## src/rtl/mux_nx1_scan.sv

```systemverilog
// N-channel WIDTH-bit registered mux with direct-load and round-robin scan selection.
// Optional macro MUX_SCAN_MASK_EN adds a ch_mask input that restricts which channels are scanned.
module mux_nx1_scan #(
    parameter int N_CH  = 8,
    parameter int WIDTH = 1,
    parameter int SEL_W = 3,
    parameter int DWELL = 4
) (
    input  logic                    clk,
    input  logic                    rst_n,
    input  logic                    en,
    input  logic                    mode,
    input  logic                    load,
    input  logic [SEL_W-1:0]        sel,
    input  logic [N_CH*WIDTH-1:0]   din,
`ifdef MUX_SCAN_MASK_EN
    input  logic [N_CH-1:0]         ch_mask,
`endif
    output logic [WIDTH-1:0]        dout,
    output logic                    dout_valid,
    output logic [SEL_W-1:0]        cur_ch,
    output logic                    wrap,
    output logic                    sel_err,
    output logic                    state_dbg
);

    typedef enum logic {
        ST_DIRECT = 1'b0,
        ST_SCAN   = 1'b1
    } state_e;

    localparam logic [SEL_W:0]   N_CH_W   = (SEL_W+1)'(N_CH);
    localparam logic [SEL_W-1:0] LAST_CH  = SEL_W'(N_CH - 1);
    localparam logic [7:0]       DWELL_M1 = 8'(DWELL - 1);

    state_e             state_q, state_d;
    logic [SEL_W-1:0]   cur_ch_q, cur_ch_d;
    logic [7:0]         cnt_q, cnt_d;
    logic [WIDTH-1:0]   dout_q, dout_d;
    logic               dout_valid_q, dout_valid_d;
    logic               wrap_q, wrap_d;
    logic               sel_err_q, sel_err_d;

    logic [WIDTH-1:0]   ch_data;
    logic [SEL_W-1:0]   nxt_ch;
    logic               nxt_wrap;
    logic               scan_none;
    logic               sel_ok;

    assign sel_ok = ({1'b0, sel} < N_CH_W);

    always_comb begin
        ch_data = '0;
        for (int k = 0; k < N_CH; k++) begin
            if (cur_ch_q == SEL_W'(k)) begin
                ch_data = din[k*WIDTH +: WIDTH];
            end
        end
    end

`ifdef MUX_SCAN_MASK_EN
    logic [SEL_W-1:0] hi_ch, lo_ch;
    logic             found_hi;

    // Descending walk: the last hit is the lowest enabled index, both above cur_ch and overall.
    always_comb begin
        hi_ch    = '0;
        lo_ch    = '0;
        found_hi = 1'b0;
        for (int k = N_CH - 1; k >= 0; k--) begin
            if (ch_mask[k]) begin
                if (SEL_W'(k) > cur_ch_q) begin
                    hi_ch    = SEL_W'(k);
                    found_hi = 1'b1;
                end
                lo_ch = SEL_W'(k);
            end
        end
    end

    assign scan_none = (ch_mask == '0);
    assign nxt_ch    = found_hi ? hi_ch : lo_ch;
    assign nxt_wrap  = !found_hi && !scan_none;
`else
    assign scan_none = 1'b0;
    assign nxt_ch    = (cur_ch_q == LAST_CH) ? '0 : cur_ch_q + SEL_W'(1);
    assign nxt_wrap  = (cur_ch_q == LAST_CH);
`endif

    // mode is applied on the same edge it is sampled, so DIRECT actions use the incoming mode.
    always_comb begin
        state_d      = state_q;
        cur_ch_d     = cur_ch_q;
        cnt_d        = cnt_q;
        dout_d       = dout_q;
        dout_valid_d = 1'b0;
        wrap_d       = 1'b0;
        sel_err_d    = sel_err_q;
        if (en) begin
            state_d      = mode ? ST_SCAN : ST_DIRECT;
            dout_d       = ch_data;
            dout_valid_d = 1'b1;
            if (state_d == ST_DIRECT) begin
                cnt_d = '0;
                if (load) begin
                    if (sel_ok) begin
                        cur_ch_d = sel;
                    end else begin
                        sel_err_d = 1'b1;
                    end
                end
            end else begin
                if (scan_none) begin
                    dout_valid_d = 1'b0;
                end
                if (cnt_q == DWELL_M1) begin
                    cnt_d = '0;
                    if (!scan_none) begin
                        cur_ch_d = nxt_ch;
                        wrap_d   = nxt_wrap;
                    end
                end else begin
                    cnt_d = cnt_q + 8'd1;
                end
            end
        end
    end

    always_ff @(posedge clk or negedge rst_n) begin
        if (!rst_n) begin
            state_q      <= ST_DIRECT;
            cur_ch_q     <= '0;
            cnt_q        <= '0;
            dout_q       <= '0;
            dout_valid_q <= 1'b0;
            wrap_q       <= 1'b0;
            sel_err_q    <= 1'b0;
        end else begin
            state_q      <= state_d;
            cur_ch_q     <= cur_ch_d;
            cnt_q        <= cnt_d;
            dout_q       <= dout_d;
            dout_valid_q <= dout_valid_d;
            wrap_q       <= wrap_d;
            sel_err_q    <= sel_err_d;
        end
    end

    assign dout       = dout_q;
    assign dout_valid = dout_valid_q;
    assign cur_ch     = cur_ch_q;
    assign wrap       = wrap_q;
    assign sel_err    = sel_err_q;
    assign state_dbg  = (state_q == ST_SCAN);

endmodule

```

## config.mk

```make
export PLATFORM = sky130hd
export DESIGN_NAME = mux_nx1_scan
export DESIGN_NICKNAME = d
export VERILOG_FILES = /design/src/rtl/mux_nx1_scan.sv
export SDC_FILE = /design/constraint.sdc
export NUM_CORES = 1
export LEC_CHECK = 0
export CAP_MARGIN = 20
export CORE_MARGIN = 2
export CORE_UTILIZATION = 47
export DETAILED_ROUTE_END_ITERATION = 10
export PLACE_DENSITY = 0.74
export SLEW_MARGIN = 20
export SYNTH_ARGS = -nofsm -noshare
export SYNTH_HDL_FRONTEND = slang
export SYNTH_SLANG_ARGS = --single-unit
export TNS_END_PERCENT = 30
```

## constraint.sdc

```tcl
create_clock -name clk -period 2.17 [get_ports clk]
set_input_delay 0.434 -clock clk [delete_from_list [all_inputs] [get_ports clk]]
set_output_delay 0.434 -clock clk [all_outputs]
set_load 0.03 [all_outputs]
```

==> metrics.md <==
| Metric | Value |
|---|---|
| Cells after DPL | 147 |
| Total negative setup slack | 0 ns |
| Endpoints failing setup | 0 |
| Die height | approximately 49 um |
| Avg Cell Area, Syn | between 9 and 10 um^2 |
| Final wirelength | 1907 um |
| Setup WS post-layout | 0.1788 ns |
| Worst-path cell chain | clkdlybuf4s50_1 |
| Starting Density | 0.4844 |
| RSZ-0062 raised after global routing | false |
| R2r startpoint | cur_ch[0] |
| Met1 Resource Use GR | 0.2400 |
| Post_cts resized | 0 |
| Slew @ Worst Pin | 0.6794 ns |
| Die Area | 2353 um^2 |
| Drt pass-1 iters | 4 |
| Root Buffer | clkbuf_4 |
| Routed wire per std cell | 12.63 um |
| Sequential share of the synthesized area | 0.4032 |
| Fillers | 175 |
| Clock Power Share | 0.201 |
| Clock buffer depth | 2 |
| Commonest non-fill, non-tap cells in the layout | 22 x clkdlybuf4s50_1, 15 x dfrtp_1, 13 x nor2_1, 7 x inv_1, 7 x ha_1 |
| Finished Layout Cells | 151 |
| Vias/cell | roughly 5 |
| Crit path max-delay cell type | clkdlybuf4s50_1 |
| Power share of the sequential group | 0.442 |
| Worst slew margin | 0.5456 |
| CP Max Fanout | 11 |
| Reg-to-reg slack, setup | about 0.37 ns |
| Worst EP required | 1.74 ns |
| CP Depth | 1 |
| Num ports | 24 |
| Reg-to-Reg End | cur_ch[0] |
| Comb pwr share | 0.357 |
| Die W | 48.51 um |
| Port bufs | 22 |
| Commonest non-fill, non-tap cell in the layout | clkdlybuf4s50_1 |
| Iter 0 DRT Violations | 10 |
| Setup crit end kind | output port |
| Post-Syn Nets | 124 |
| P_leak | 0.5325 nW |
| Layout cells sized above 1 | 0.08065 |
| TritonCTS buffer count | 3 |
| Psw | 0.2826 mW |
| Final #Nets | around 150 |
| Gp weighted congestion | 0.8477 |
| Crit path buffers/inverters | 1 |
| M3 GR Usage | 0.06790 |
| Max-cap viol count | 0 |
| Final Cycle Share | 0.9176 |
| Max Slew Vio Count | 0 |
| CP startpoint kind | flip-flop |
| Worst Skew | 0.003784 ns |
| Yosys cell types | 33 |
| CTS tree | done |
| Worst setup startpoint | cur_ch[2] |
| GR peak layer | met2 |
| Number of nets still failing antenna checks after routing | 0 |
| Final hold vios | 0 |
| Hold Buf Count CTS | 0 |
| Synthesis-to-layout area growth | 29.44% |
| Total track usage | 0.1837 |
| Family with the most delay on the worst path | buffers and inverters |
| H-tree depth | 1 |
| FMAX | 502.2 MHz |
| Kind of critical path | reg2out |
| Clock Pin Slew Worst Setup and Hold Paths | ~0.09 ns |
| Post-CTS Repair Setup Buffers | 0 |
| Shortest period the worst path allows | 1.991 ns |
| Core area | 1922 um^2 |
| Dpl ws | 0.3087 ns |
| Switching part of the total | 0.3540 |
| Hold/Removal Path Class | reg2reg |
| First-pass GRT wire length | 3353 um |
| End of the critical path | cur_ch[2] |
| Peak VDD IR | 0.0004434 V |
| CP arrival | around 1.6 ns |
| Largest net degree at the start of global routing | 16 |
| #FFs+latches synth | 15 |
| Int Pwr | 0.5156 mW |
| PD cells | 662.4 nW/um^2 |
| DP HPWL | 1468 um |
| Status | finished, final reports clean |
| GR Util met2 | 0.2847 |
| Remaining DRCs | 0 |
| Clock Latency Late Sink | between 0.2 and 0.3 ns |
| Initial antenna violation count | 0 |
| Clk sink count | 15 |
| FF-to-FF path depth | 6 |
| Max stage delay on crit path | between 0.7 and 0.8 ns |
| Core Rows | 16 |
| Netlist Area Pre-Place | 930.9 um^2 |
| ANT cells | 0 |
| Routed vias | 772 |
| Vias in the first global route | 728 |
| Synth Instances | 101 |
| Yosys Warn Count | 0 |
| Final global-route overflow total | 0 |
## cell families after synthesis
group,share of synthesized area
and+or+nand+nor,0.2218
AOI/OAI and AO/OA,0.1290
buffers and inverters,0.05242
DFF,0.4032
other,0.004028
muxes,0.03897
xor gates and xnor gates,0.05646
adders and majority gates,0.09408
## synthesized netlist by cell type
master,n,area [um^2]
nand2b_1,2,12.51
nand4_1,6,37.54
dfrtp_1,15,375.4
o211ai_1,1,7.510
a211oi_1,1,7.510
xor2_1,3,26.28
nand3_2,1,10.01
mux2_4,1,15.01
o2bb2ai_1,1,8.760
buf_4,1,7.510
o311ai_0,1,8.760
a31oi_1,1,6.260
nor2_1,13,48.80
nor3b_1,1,7.510
mux2_2,1,11.26
o22ai_1,2,12.51
a221o_1,1,10.01
ha_1,7,87.58
inv_1,7,26.28
a21oi_1,6,30.03
nor3_1,1,5.000
nand3_1,4,20.02
conb_1,1,3.750
mux2i_1,1,10.01
o21ai_0,4,20.02
nand2_1,6,22.52
nor4b_1,1,8.760
xnor2_1,3,26.28
and3_1,1,6.260
nor2b_1,1,6.260
clkbuf_1,4,15.01
o22a_1,1,8.760
nor4_4,1,21.27
## how the worst min path moves through the flow
stage                     startpoint        to  depth (start not counted)
after floorplan                rst_n  cnt_q[0]                          0
after global placement          dout      dout                          2
after detailed placement        dout      dout                          2
after CTS                       dout      dout                          2
after global routing            dout      dout                          2
final                           dout      dout                          2
## final cells by class
type / instances / area (um^2) / area share
Clock buffer: 3 / 22.52 / 0.01869
Clock inverter: 1 / 5.005 / 0.004154
Inverter: 7 / 26.28 / 0.02181
Multi-Input combinational cell: 74 / 506.7 / 0.4206
Sequential cell: 15 / 375.4 / 0.3115
Tap cell: 27 / 33.78 / 0.02804
Timing Repair Buffer: 24 / 235.2 / 0.1952
## flip-flops by register name (all words and copies together), names as in the netlist
register	cells
wrap	1
dout	1
dout_valid	1
cur_ch	3
state_dbg	1
cnt_q	8
## metal layers
layer  vias to the layer above  share of wire
li1                        400              -
met1                       355           0.49
met2                        15           0.45
met3                         2          0.052
met4                         0         0.0063
met5                         -              0
## stage by stage
step           area [um^2]  total power, mW    util  hold slack, ns
2_1_floorplan        930.9           0.5330       -          0.1384
3_3_place_gp          1177           0.6389  0.6126          0.4843
3_5_place_dp          1177           0.6439  0.6126          0.4887
4_1_cts               1205           0.8066  0.6270          0.5111
5_1_grt               1205           0.8516  0.6270          0.5329
6_report              1205           0.7982  0.6270          0.5085
## power groups by stage
| stage | Clock, mW | Combinational (mW) | Sequential [mW] |
|---|---|---|---|
| 5_1_grt | 0.179 | 0.315 | 0.358 |
| 2_1_floorplan | 0 | 0.144 | 0.389 |
| 6_report | 0.160 | 0.285 | 0.353 |
| 4_1_cts | 0.167 | 0.287 | 0.353 |
| 3_5_place_dp | 0 | 0.285 | 0.358 |
| 3_3_place_gp | 0 | 0.283 | 0.356 |
(Power assumes the default switching activity.)
